<file path="src/rtl/bitmap_write_sequencer.sv">
// Write-port sequencer for the 128x96 mono bitmap RAM: SPI data/command decode plus fill engine.
// Optional CS_POINTER_RESET_EN: each CS frame restarts the write pointer at address 0.
module bitmap_write_sequencer #(
    parameter int unsigned ADDRESS_WIDTH = 11,
    parameter int unsigned MEMORY_DEPTH  = 1536
) (
    input  logic                     Clock,
    input  logic                     Reset,
    input  logic [7:0]               Byte_i,
    input  logic                     ByteValid_i,
    input  logic                     DC_i,
    input  logic                     TransmissionStart_i,
    output logic                     WriteEnable_o,
    output logic [ADDRESS_WIDTH-1:0] WriteAddress_o,
    output logic [7:0]               WriteData_o,
    output logic                     Busy_o,
    output logic                     Error_o
);

    typedef enum logic [2:0] {StIdle, StAddrHi, StAddrLo, StFillPat, StFilling} state_e;

    localparam logic [ADDRESS_WIDTH-1:0] LastAddr = ADDRESS_WIDTH'(MEMORY_DEPTH - 1);
    localparam logic [ADDRESS_WIDTH-1:0] AddrOne  = ADDRESS_WIDTH'(1);

    state_e                   state_q, state_d, state_eff;
    logic [ADDRESS_WIDTH-1:0] ptr_q, ptr_d, ptr_base;
    logic [7:0]               addr_hi_q, addr_hi_d;
    logic                     we_q, we_d;
    logic [ADDRESS_WIDTH-1:0] waddr_q, waddr_d;
    logic [7:0]               wdata_q, wdata_d;
    logic                     busy_q, busy_d;
    logic                     err_q, err_d;
    logic                     err_set, err_clr;
    logic                     start_abort;
    logic [15:0]              load_addr;

    // A CS start outside a fill drops any partial command before the same-cycle byte is decoded.
    always_comb begin
        start_abort = TransmissionStart_i && (state_q != StFilling);
        state_eff   = start_abort ? StIdle : state_q;
`ifdef CS_POINTER_RESET_EN
        ptr_base    = start_abort ? '0 : ptr_q;
`else
        ptr_base    = ptr_q;
`endif
        load_addr   = {addr_hi_q, Byte_i};
    end

    always_ff @(posedge Clock or negedge Reset) begin
        if (!Reset) begin
            state_q   <= StIdle;
            ptr_q     <= '0;
            addr_hi_q <= '0;
            we_q      <= 1'b0;
            waddr_q   <= '0;
            wdata_q   <= '0;
            busy_q    <= 1'b0;
            err_q     <= 1'b0;
        end else begin
            state_q   <= state_d;
            ptr_q     <= ptr_d;
            addr_hi_q <= addr_hi_d;
            we_q      <= we_d;
            waddr_q   <= waddr_d;
            wdata_q   <= wdata_d;
            busy_q    <= busy_d;
            err_q     <= err_d;
        end
    end

    always_comb begin
        state_d = state_eff;
        unique case (state_eff)
            StIdle: begin
                if (ByteValid_i && !DC_i) begin
                    if (Byte_i == 8'h01)      state_d = StAddrHi;
                    else if (Byte_i == 8'h02) state_d = StFillPat;
                end
            end
            StAddrHi:  if (ByteValid_i) state_d = StAddrLo;
            StAddrLo:  if (ByteValid_i) state_d = StIdle;
            StFillPat: if (ByteValid_i) state_d = StFilling;
            StFilling: if (waddr_q == LastAddr) state_d = StIdle;
            default:   state_d = StIdle;
        endcase
    end

    // During a fill the write address register doubles as the fill counter.
    always_comb begin
        we_d      = 1'b0;
        waddr_d   = waddr_q;
        wdata_d   = wdata_q;
        busy_d    = busy_q;
        ptr_d     = ptr_base;
        addr_hi_d = addr_hi_q;
        err_set   = 1'b0;
        err_clr   = 1'b0;
        unique case (state_eff)
            StIdle: begin
                if (ByteValid_i) begin
                    if (DC_i) begin
                        we_d    = 1'b1;
                        waddr_d = ptr_base;
                        wdata_d = Byte_i;
                        ptr_d   = (ptr_base == LastAddr) ? '0 : ptr_base + AddrOne;
                    end else begin
                        unique case (Byte_i)
                            8'h00, 8'h01, 8'h02: ;
                            8'h03:               err_clr = 1'b1;
                            default:             err_set = 1'b1;
                        endcase
                    end
                end
            end
            StAddrHi: if (ByteValid_i) addr_hi_d = Byte_i;
            StAddrLo: begin
                if (ByteValid_i) begin
                    if (load_addr < 16'(MEMORY_DEPTH)) ptr_d = load_addr[ADDRESS_WIDTH-1:0];
                    else                               err_set = 1'b1;
                end
            end
            StFillPat: begin
                if (ByteValid_i) begin
                    we_d    = 1'b1;
                    waddr_d = '0;
                    wdata_d = Byte_i;
                    busy_d  = 1'b1;
                end
            end
            StFilling: begin
                if (ByteValid_i) err_set = 1'b1;
                if (waddr_q == LastAddr) begin
                    busy_d = 1'b0;
                    ptr_d  = '0;
                end else begin
                    we_d    = 1'b1;
                    waddr_d = waddr_q + AddrOne;
                end
            end
            default: ;
        endcase
        err_d = err_set ? 1'b1 : (err_clr ? 1'b0 : err_q);
    end

    assign WriteEnable_o  = we_q;
    assign WriteAddress_o = waddr_q;
    assign WriteData_o    = wdata_q;
    assign Busy_o         = busy_q;
    assign Error_o        = err_q;

endmodule

</file>
<file path="config.mk">
export PLATFORM = sky130hd
export DESIGN_NAME = bitmap_write_sequencer
export DESIGN_NICKNAME = d
export VERILOG_FILES = /design/src/rtl/bitmap_write_sequencer.sv
export SDC_FILE = /design/constraint.sdc
export NUM_CORES = 1
export LEC_CHECK = 0
export ABC_AREA = 1
export ABC_CLOCK_PERIOD_IN_PS = 4300
export CAP_MARGIN = 20
export CORE_UTILIZATION = 59
export DETAILED_ROUTE_END_ITERATION = 10
export HOLD_SLACK_MARGIN = 0.12
export PLACE_DENSITY = 0.93
export SLEW_MARGIN = 15
export SYNTH_ARGS = -nofsm -noshare
export SYNTH_HDL_FRONTEND = slang
export SYNTH_SLANG_ARGS = --single-unit
</file>
<file path="constraint.sdc">
create_clock -name Clock -period 4.3 [get_ports Clock]
set_input_delay 0.43 -clock Clock [delete_from_list [all_inputs] [get_ports Clock]]
set_output_delay 0.43 -clock Clock [all_outputs]
set_load 0.01 [all_outputs]
</file>
# Yosys cells after proc, flatten, opt, wreduce, memory -nomap -nowiden
# Index checks and enable logic that the tools add are counted.
# word_totals
out_inout_bits	22
input_bits	13
regBits	44
wordCells	89
# op_classes
eq_ne	17
n_lt_le_gt_ge	1
add_sub_neg	2
reduce_logical	16
n_mux	45
# ops
operator	count
$mux W11	10
$pmux W11 S3	2
$mux W3	8
$mux W8	3
$add A11 B1 Y11 const B	2
$eq A11 B11 Y1 const B	2
$mux W1	17
$eq A8 B2 Y1 const B	2
$lt A16 B11 Y1 const B	1
$pmux W8 S2	1
$pmux W3 S5	1
$ne A2 B2 Y1 const B	7
$eq A8 B1 Y1 const B	1
$logic_not A8 Y1	1
$eq A3 B2 Y1 const B	2
$pmux W1 S3	2
$reduce_and A6 Y1	1
$reduce_bool A2 Y1	3
$reduce_bool A3 Y1	2
$reduce_and A5 Y1	1
$reduce_and A4 Y1	1
$reduce_or A4 Y1	1
$eq A3 B1 Y1 const B	1
$eq A3 B3 Y1 const B	1
7 further kinds	8

# Logic depth before layout (Yosys ltp)
# logic_depth
word_depth	7
mapped_depth	10
ltp_nobuf	10

# Worst setup path before layout
# No wires, ideal clock.
# synth_timing
path_type	reg2reg
startpoint	register waddr_q[0] (netlist: WriteAddress_o[0])
endpoint	register ptr_q[0] (netlist: ptr_base[0])
setup_ps	120
stages_incl_launch_ff	10
t_required_ps	4180
setup_slack_ps	2671
n_path_buf	1
synth_period_minus_slack_ps	1629
arrival_time_ps	1509
path_cell_list	dfrtp_1 -> ha_1 -> nand3_2 -> nor2_4 -> nand3_2 -> nand2_4 -> nand3_2 -> buf_2 -> o21ai_0 -> nand2_1
# synth_between
elab_chain_cells	3
# synth_rtl
element	line	text
start, declared	29	logic [ADDRESS_WIDTH-1:0] waddr_q, waddr_d;
start signal, assigned	64	waddr_q <= waddr_d;
$eq A11 B11 Y1	132	if (waddr_q == LastAddr) begin
$ne A2 B2 Y1 (no source line)	-	
$reduce_and A6 Y1 (no source line)	-	
end signal, assigned	61	ptr_q <= ptr_d;
end, declared	26	logic [ADDRESS_WIDTH-1:0] ptr_q, ptr_d, ptr_base;
# Every way passes these cells.
# A chain may end at the register's enable or synchronous reset.

# Worst setup path in the final report
# layout_timing
startpoint	register waddr_q[0] (netlist: WriteAddress_o[0])
endpoint	register ptr_q[6] (netlist: ptr_base[6])
# Same word-level chain as after synthesis.

==> impl_metrics.env <==
export IMPL_status="finished, final reports clean"
export IMPL_final_net_count=400
export IMPL_ys_seq_area_share_pct=42.2
export IMPL_finalPower_mw=1.10
export IMPL_synth_common_cells="nand2_1, dfrtp_1, inv_1"
export IMPL_port_buffers=34
export IMPL_yosysMostFrequentCell="nand2_1"
export IMPL_path_class="register to register"
export IMPL_start_util_pct=63.4
export IMPL_overflow=0
export IMPL_post_route_period_util_pct=48.3
export IMPL_power_per_cell_area_nw_per_um2=355
export IMPL_rsz0062_at_grt="false"
export IMPL_path_clk_slew_ns=0.09
export IMPL_grt_max_degree=45
export IMPL_slowest_delay_ns=0.43
export IMPL_die_x_um=68.5
export IMPL_cts_root_buffer="clkbuf_8"
export IMPL_drtAntennaViolNets=0
export IMPL_placed_cells=426
export IMPL_cp_slowest_cell="dfrtp_1"
export IMPL_grt_pass1_vias=2139
export IMPL_synth_top_area_share_pct=42.2
export IMPL_hold_ws_ns=0.482
export IMPL_routedWlPerCell_um=13.8
export IMPL_placed_area_um2=2950
export IMPL_drv_cap=0
export IMPL_ir_drop_mv=0.246
export IMPL_min_path_type="register to register"
export IMPL_synth_edf_count=0
export IMPL_diodes=0
export IMPL_report_final_slew_viol_count=0
export IMPL_synth_seq_cells=44
export IMPL_cts_sinks=44
export IMPL_highest_layer="met4"
export IMPL_hold_depth=2
export IMPL_max_slew_margin_pct=69.5
export IMPL_hpwl_um=4430
export IMPL_mappedNetlistNets=365
export IMPL_multi_input_area_um2=1290
export IMPL_row_count=23
export IMPL_r2r_cells=9
export IMPL_cts_buffer_depth=2
export IMPL_critPathMaxFanout=12
export IMPL_drt_iter0_drc=190
export IMPL_die_h_um=68.5
export IMPL_setup_viol=0
export IMPL_dr_wl_met3_um=412
export IMPL_area_delta_synth_final_pct=18.8
export IMPL_ys_types=33
export IMPL_fin_cells=436
export IMPL_numCtsBuffers=5
export IMPL_gp_congestion=0.912
export IMPL_syn_area_um2=2610
export IMPL_vias_per_cell=5.60
export IMPL_worst_slack_ns=2.22
export IMPL_fin_skew_ns=0.00667
export IMPL_avgSynthCellArea_um2=7.45
export IMPL_grt_pass1_wl_um=9800
export IMPL_num_fill_cells=311
export IMPL_startpoint_type="register"
export IMPL_vias=2440
export IMPL_final_min_clock_period_ns=2.08
export IMPL_required_ns=4.54
export IMPL_wl_met1_um=2530
export IMPL_clk_latency_ns=0.31
export IMPL_r2r_slack_ns=2.22
export IMPL_wl_met2_um=2970
export IMPL_synthFlopType="dfrtp_1"
export IMPL_fmax_mhz=481
export IMPL_async_reset_ff_share_pct=100
export IMPL_ys_warn_count=0
export IMPL_yosys_top_cells_area="dfrtp_1, nand2_1, o21ai_0"
export IMPL_final_util_pct=75.3
export IMPL_worst_slew_pin_slew_ns=0.455
export IMPL_ios=35
export IMPL_seq_area_um2=1100
export IMPL_htreeDepth=2
export IMPL_grt_use_total_pct=29.0
export IMPL_path_cells="ha_1 > nand3_2 > nor2_4 > nand3_2 > nand2_4 > nand3_2 > nor2_2 > nand2_1 > nand2_1"
export IMPL_hold_viol=0
export IMPL_fin_setup_tns_ns=0
export IMPL_fin_area_um2=3100
export IMPL_crit_top_cell="nand3_2"
export IMPL_drive_above_1_share_pct=8.81
export IMPL_core_um2=4120
export IMPL_place_ws_ns=2.04
export IMPL_cp_data_arrival_time_ns=2.32
export IMPL_dieArea_um2=4690
export IMPL_leakage_nw=1.51
export IMPL_dr_pass1_iters=5
export IMPL_drt_total_wl_um=6020
export IMPL_antenna_found_initial=0
export IMPL_end_kind="register"
export IMPL_postCtsSetupBuffers=0
export IMPL_yosysTopAreaCell="dfrtp_1"
export IMPL_synthCells=350
export IMPL_drc_errors=0
export IMPL_cts_tree="yes"
path summary, 6_finish.rpt:
path / startpoint / endpoint
max: WriteAddress_o[0] / ptr_base[6]
min: Busy_o / Busy_o
max reg2reg: WriteAddress_o[0] / ptr_base[6]
min reg2reg: Busy_o / Busy_o
max in group asynchronous: Reset / Error_o
min in group asynchronous: Reset / WriteAddress_o[3]
layout by cell type, fill, tap and decap left out, types with 2 or more instances in the layout:
cell	count
a21oi_1	15
clkbuf_8	5
clkdlybuf4s50_1	33
dfrtp_1	44
ha_1	2
inv_1	40
inv_2	4
nand2_1	108
nand2_2	4
nand2_4	2
nand3_1	19
nand3_2	3
nand3_4	2
nand4_1	9
nor2_1	21
nor3_1	5
o211ai_1	2
o21ai_0	34
o21ai_1	4
o21ai_2	4
o22ai_1	6
o31ai_1	2
xor2_1	5
repair_timing:
item                       in CTS  in global routing
resized for setup               0                  0
setup endpoints to repair       0                  0
hold endpoints to repair        0                 10
hold buffers                    0                  1
registers in the layout (all words and copies together) (netlist names):
signal,flops
Busy_o,1
Error_o,1
WriteAddress_o,11
WriteData_o,8
WriteEnable_o,1
addr_hi_q,8
ptr_base,11
state_q,3
logic make-up after synthesis:
group / after synthesis / share of synthesized area, %
simple gates: 177 / 31.6
compound gates: 68 / 14.4
fa+ha+maj: 2 / 0.959
buf+inv: 52 / 8.34
xor+xnor: 6 / 2.01
mux: 1 / 0.432
flops: 44 / 42.2
cell type report:
type                    count  area share (%)
multi-input cells         254            41.6
clock inverters             3            1.49
well taps                  50            2.02
flip-flops and latches     44            35.5
repair buffers             36            11.8
inverters                  44            5.33
clock buffers               5            2.22
layer usage:
layer  global-route usage, %  up-vias
li1                        -     1219
met1                    36.6     1118
met2                    48.7       93
met3                    5.59       10
met4                    11.7        0
met5                       0        -
worst max-delay path, delay by kind of cell (launching register included):
family                   cells  cell delay [ns]
AND/OR/NAND/NOR              8             1.35
flip-flops                   1             0.43
adder cells (fa/ha/maj)      1             0.23
power by group:
part           switching, mW  total, mW  internal, mW
combinational          0.135      0.267         0.132
sequential            0.0490      0.503         0.454
clock                  0.156      0.331         0.175
total                  0.340       1.10         0.761
(Power assumes the default switching activity.)
